==> config.mk <==
export PLATFORM = sky130hd
export DESIGN_NAME = pb_seq_conditioner
export DESIGN_NICKNAME = d
export VERILOG_FILES = /design/src/rtl/pb_seq_conditioner.sv
export SDC_FILE = /design/constraint.sdc
export NUM_CORES = 1
export LEC_CHECK = 0
export BUFFER_PORTS_ARGS = -buffer_cell sky130_fd_sc_hd__buf_2
export CELL_PAD_IN_SITES_DETAIL_PLACEMENT = 2
export CELL_PAD_IN_SITES_GLOBAL_PLACEMENT = 2
export CORE_MARGIN = 1.5
export CORE_UTILIZATION = 42
export DETAILED_ROUTE_END_ITERATION = 8
export PLACE_DENSITY_LB_ADDON = 0.05
export SYNTH_ARGS = -nofsm -noshare
export SYNTH_HDL_FRONTEND = slang
export SYNTH_SLANG_ARGS = --single-unit
==> constraint.sdc <==
create_clock -name CLK_50 -period 2.9 [get_ports CLK_50]
set_clock_uncertainty 0.05 [all_clocks]
set_input_delay 0.435 -clock CLK_50 [delete_from_list [all_inputs] [get_ports CLK_50]]
set_output_delay 0.435 -clock CLK_50 [all_outputs]
set_load 0.02 [all_outputs]
==> src/rtl/pb_seq_conditioner.sv <==
// rtl/pb_seq_conditioner.sv - pushbutton sync, debounce, one-shot and auto-repeat for the sequencer
module pb_seq_conditioner #(
  parameter int ACTIVE_LOW      = 1,
  parameter int DEBOUNCE_CYCLES = 1_000_000,
  parameter int REPEAT_EN       = 1,
  parameter int REPEAT_DELAY    = 25_000_000,
  parameter int REPEAT_PERIOD   = 5_000_000,
  parameter int CNT_W           = 25
) (
  input  logic CLK_50,
  input  logic reset,
  input  logic pb_up_raw,
  input  logic pb_dn_raw,
  output logic pb_seq_up,
  output logic pb_seq_dn,
  output logic up_held,
  output logic dn_held
);

  // Raw level of a released button; the sync flops park here in reset.
  localparam logic REL = (ACTIVE_LOW != 0);
  localparam logic [CNT_W-1:0] DB_LAST = CNT_W'(DEBOUNCE_CYCLES - 1);
  localparam logic [CNT_W-1:0] RD_LAST = CNT_W'(REPEAT_DELAY - 1);
  localparam logic [CNT_W-1:0] RP_LAST = CNT_W'(REPEAT_PERIOD - 1);

  typedef enum logic [1:0] {IDLE, DELAY, REPEAT, HOLD} state_t;

  // Index 0 is the up button, index 1 the down button.
  logic [1:0]       raw;
  logic [1:0]       sync1;
  logic [1:0]       sync2;
  logic [1:0]       pressed;
  logic [1:0]       held_i;
  logic [1:0]       req;
  logic [CNT_W-1:0] db_cnt [2];
  logic [CNT_W-1:0] rpt    [2];
  state_t           state  [2];

  assign raw     = {pb_dn_raw, pb_up_raw};
  assign pressed = sync2 ^ {2{REL}};

  // Two-flop synchronizer on the raw pins, nothing else looks at them.
  always_ff @(posedge CLK_50) begin
    if (reset) begin
      sync1 <= {2{REL}};
      sync2 <= {2{REL}};
    end else begin
      sync1 <= raw;
      sync2 <= sync1;
    end
  end

  // Debounce: accept a new level only after DEBOUNCE_CYCLES consecutive disagreeing samples.
  always_ff @(posedge CLK_50) begin
    for (int b = 0; b < 2; b++) begin
      if (reset) begin
        db_cnt[b] <= '0;
        held_i[b] <= 1'b0;
      end else if (pressed[b] == held_i[b]) begin
        db_cnt[b] <= '0;
      end else if (db_cnt[b] == DB_LAST) begin
        held_i[b] <= pressed[b];
        db_cnt[b] <= '0;
      end else begin
        db_cnt[b] <= db_cnt[b] + 1'b1;
      end
    end
  end

  // Per-button press FSM: first pulse on press, then optional delayed auto-repeat while held.
  always_ff @(posedge CLK_50) begin
    for (int b = 0; b < 2; b++) begin
      if (reset) begin
        state[b] <= IDLE;
        rpt[b]   <= '0;
        req[b]   <= 1'b0;
      end else begin
        req[b] <= 1'b0;
        if (!held_i[b]) begin
          state[b] <= IDLE;
          rpt[b]   <= '0;
        end else begin
          case (state[b])
            IDLE: begin
              req[b]   <= 1'b1;
              rpt[b]   <= '0;
              state[b] <= (REPEAT_EN != 0) ? DELAY : HOLD;
            end
            DELAY: begin
              if (rpt[b] == RD_LAST) begin
                req[b]   <= 1'b1;
                rpt[b]   <= '0;
                state[b] <= REPEAT;
              end else begin
                rpt[b] <= rpt[b] + 1'b1;
              end
            end
            REPEAT: begin
              if (rpt[b] == RP_LAST) begin
                req[b] <= 1'b1;
                rpt[b] <= '0;
              end else begin
                rpt[b] <= rpt[b] + 1'b1;
              end
            end
            default: rpt[b] <= '0;
          endcase
        end
      end
    end
  end

  // Registered outputs; a request is dropped while the opposite button is held.
  always_ff @(posedge CLK_50) begin
    if (reset) begin
      pb_seq_up <= 1'b0;
      pb_seq_dn <= 1'b0;
      up_held   <= 1'b0;
      dn_held   <= 1'b0;
    end else begin
      pb_seq_up <= req[0] & ~held_i[1];
      pb_seq_dn <= req[1] & ~held_i[0];
      up_held   <= held_i[0];
      dn_held   <= held_i[1];
    end
  end

endmodule
==> flow_metrics.env <==
export IMPL_cts_inserted_buffers=17
export IMPL_netlist_area_leader_share_pct=51.5
export IMPL_finalSetupViolCount=0
export IMPL_postCtsResizedCells=0
export IMPL_synth_compound_area_share_pct=1.94
export IMPL_drt_total_wl_um=16000
export IMPL_die_area_um2=15200
export IMPL_grt_use_total_pct=23.1
export IMPL_synth_top_family_by_area="simple AND/OR/NAND/NOR gates"
export IMPL_slew_headroom_pct=37.7
export IMPL_cts_path_max_buffers=2
export IMPL_grt_pass1_wl_um=26500
export IMPL_yosysMostFrequentCell="nor2_1"
export IMPL_rows=43
export IMPL_drtIter0Drc=279
export IMPL_synthXorXnorAreaFrac_pct=13.4
export IMPL_crit_path_start_kind="flop"
export IMPL_p_per_area_nw_per_um2=551
export IMPL_io_pins=8
export IMPL_ir_worst_vdd_uv=387
export IMPL_p_total_uw=3960
export IMPL_drt_wirelength_per_cell_um=18.1
export IMPL_required_ns=3.02
export IMPL_via_count=4588
export IMPL_path_class="reg -> reg"
export IMPL_maxCapViolCount=0
export IMPL_status="finished, final reports clean"
export IMPL_muxShareOfSynthArea_pct=0
export IMPL_cp_max_fo=9
export IMPL_worst_pin_slew_ns=0.935
export IMPL_drc=0
export IMPL_first_pass_iters=4
export IMPL_fin_util_pct=51.4
export IMPL_clock_latency_ns=0.42
export IMPL_yosys_area_top_type="edfxtp_1"
export IMPL_setup_tns_ns=0
export IMPL_grt_remaining_overflow=0
export IMPL_hold_violations=0
export IMPL_netlist_top_cells_count="nor2_1 (122), edfxtp_1 (104), xor2_1 (51)"
export IMPL_coreArea_um2=14000
export IMPL_holdWs_ns=0.179
export IMPL_synthAdderAreaFrac_pct=0.825
export IMPL_hpwl_um=10500
export IMPL_cts_sinks=116
export IMPL_layout_nets=702
export IMPL_synth_edf_count=104
export IMPL_cp_end_kind="flop"
export IMPL_cts_root_buffer="clkbuf_16"
export IMPL_hp_class="in -> reg"
export IMPL_grt_max_degree=26
export IMPL_ant_nets=0
export IMPL_rsz0062_at_grt="false"
export IMPL_grt_pass1_vias=5169
export IMPL_cts_setup_buffers=0
export IMPL_drive_gt1_share_pct=6.93
export IMPL_ys_warn_count=0
export IMPL_gp_congestion=0.757
export IMPL_diodes=0
export IMPL_period_share_pct=89.4
export IMPL_max_freq_mhz=386
export IMPL_numPortBuffers=7
export IMPL_cts_tree="built"
export IMPL_avgSynthCellArea_um2=10.5
export IMPL_yosysUniqueCellTypes=47
export IMPL_synth_seq_cells=116
export IMPL_cp_slowest_cell="or4_1"
export IMPL_worstPathCellList="ha_1 > inv_1 > or4_1 > or4b_4 > xor2_1 > nor2_2"
export IMPL_power_leakage_uw=0.00253
export IMPL_arrival_ns=2.71
export IMPL_netlist_area_um2=6060
export IMPL_slew_violations=0
export IMPL_chipWidth_um=123
export IMPL_ys_flop_type="edfxtp_1"
export IMPL_h_tree_depth=4
export IMPL_syn_to_final_growth_pct=18.5
export IMPL_die_h_um=123
export IMPL_clk_pin_slew_ns=0.06
export IMPL_syn_inst=578
export IMPL_period_needed_ns=2.59
export IMPL_hold_buffers=0
export IMPL_start_util_pct=43.4
export IMPL_antenna_found_initial=0
export IMPL_ys_seq_area_share_pct=55.5
export IMPL_viasPerCell=5.17
export IMPL_async_reset_ff_share_pct=0
export IMPL_yosys_area_share_simple_pct=25.9
export IMPL_max_stage_delay_ns=0.70
export IMPL_finalInstanceArea_um2=7180
export IMPL_placed_cell_area_um2=6670
export IMPL_synthTopCellsByArea="edfxtp_1 (51%), nor2_1 (7.6%), xor2_1 (7.4%)"
state kept, by name, summed over array words and instances (netlist names):
register / count
dn_held: 1
up_held: 1
sync1: 2
held_i: 2
pb_seq_up: 1
state: 4
rpt: 50
pb_seq_dn: 1
req: 2
sync2: 2
db_cnt: 50
cells in the final DEF, fill, tap and decap left out, types with 5 or more instances in the layout:
| cell type | n |
|---|---|
| and3_1 | 12 |
| and4_1 | 9 |
| buf_2 | 7 |
| buf_4 | 7 |
| clkbuf_1 | 6 |
| clkbuf_16 | 17 |
| conb_1 | 100 |
| dfxtp_1 | 12 |
| edfxtp_1 | 104 |
| inv_1 | 17 |
| nand2_1 | 40 |
| nand3_1 | 42 |
| nand4_1 | 22 |
| nor2_1 | 122 |
| nor3_1 | 15 |
| nor3b_1 | 5 |
| nor4_1 | 17 |
| or2_2 | 5 |
| or4_1 | 5 |
| xnor2_1 | 42 |
| xor2_1 | 51 |
routing by layer:
layer,vias to the layer above,share of wire [%],GRT usage (%)
li1,2200,-,-
met1,2334,42,26.4
met2,31,54,42.7
met3,23,2.0,5.63
met4,0,1.4,6.75
met5,-,0,0
critical path: cells and delay by family, from the launching register on:
family	cells	cell delay [ns]
adders and majority gates	1	0.27
xor gates and xnor gates	1	0.20
and+or+nand+nor	3	1.33
DFF	1	0.44
buffers and inverters	1	0.05
where the power goes:
part | internal, uW | switching, uW
Sequential | 1880 | 72.3
Clock | 1150 | 741
Combinational | 45.2 | 75.6
Total | 3070 | 888
through the flow:
stage / cells / setup slack, ns
after floorplan: 677 / 0.598
after global placement: 855 / 0.464
after detailed placement: 855 / 0.336
after CTS: 887 / 0.254
after global routing: 887 / 0.145
final: 887 / 0.307
area by class of cell:
cell class                      count  area, um^2
Fill cell                        1486        6800
Sequential cell                   116        3360
Multi-Input combinational cell    528        2930
Clock buffer                       26         489
Tap cell                          180         225
Timing Repair Buffer               14        87.6
Inverter                           17        63.8
Clock inverter                      6        27.5
worst paths after layout:
| path | startpoint | to | slack, ns | cells after the start |
|---|---|---|---|---|
| max | db_cnt[0][0]$_SDFFCE_PN0P_ | db_cnt[0][20]$_SDFFCE_PN0P_ | 0.31 | 6 |
| min | pb_up_raw | sync1[0]$_SDFF_PP1_ | 0.18 | 2 |
| min reg2reg | sync1[0]$_SDFF_PP1_ | sync2[0]$_SDFF_PP1_ | 0.39 | 1 |
| max reg2reg | db_cnt[0][0]$_SDFFCE_PN0P_ | db_cnt[0][20]$_SDFFCE_PN0P_ | 0.31 | 6 |
kinds of logic after synthesis:
family | Yosys count
adders and majority gates | 4
DFF | 116
xor gates and xnor gates | 93
other | 1
buffers and inverters | 33
and+or+nand+nor | 314
AOI/OAI and AO/OA | 17
(Power assumes the default switching activity.)
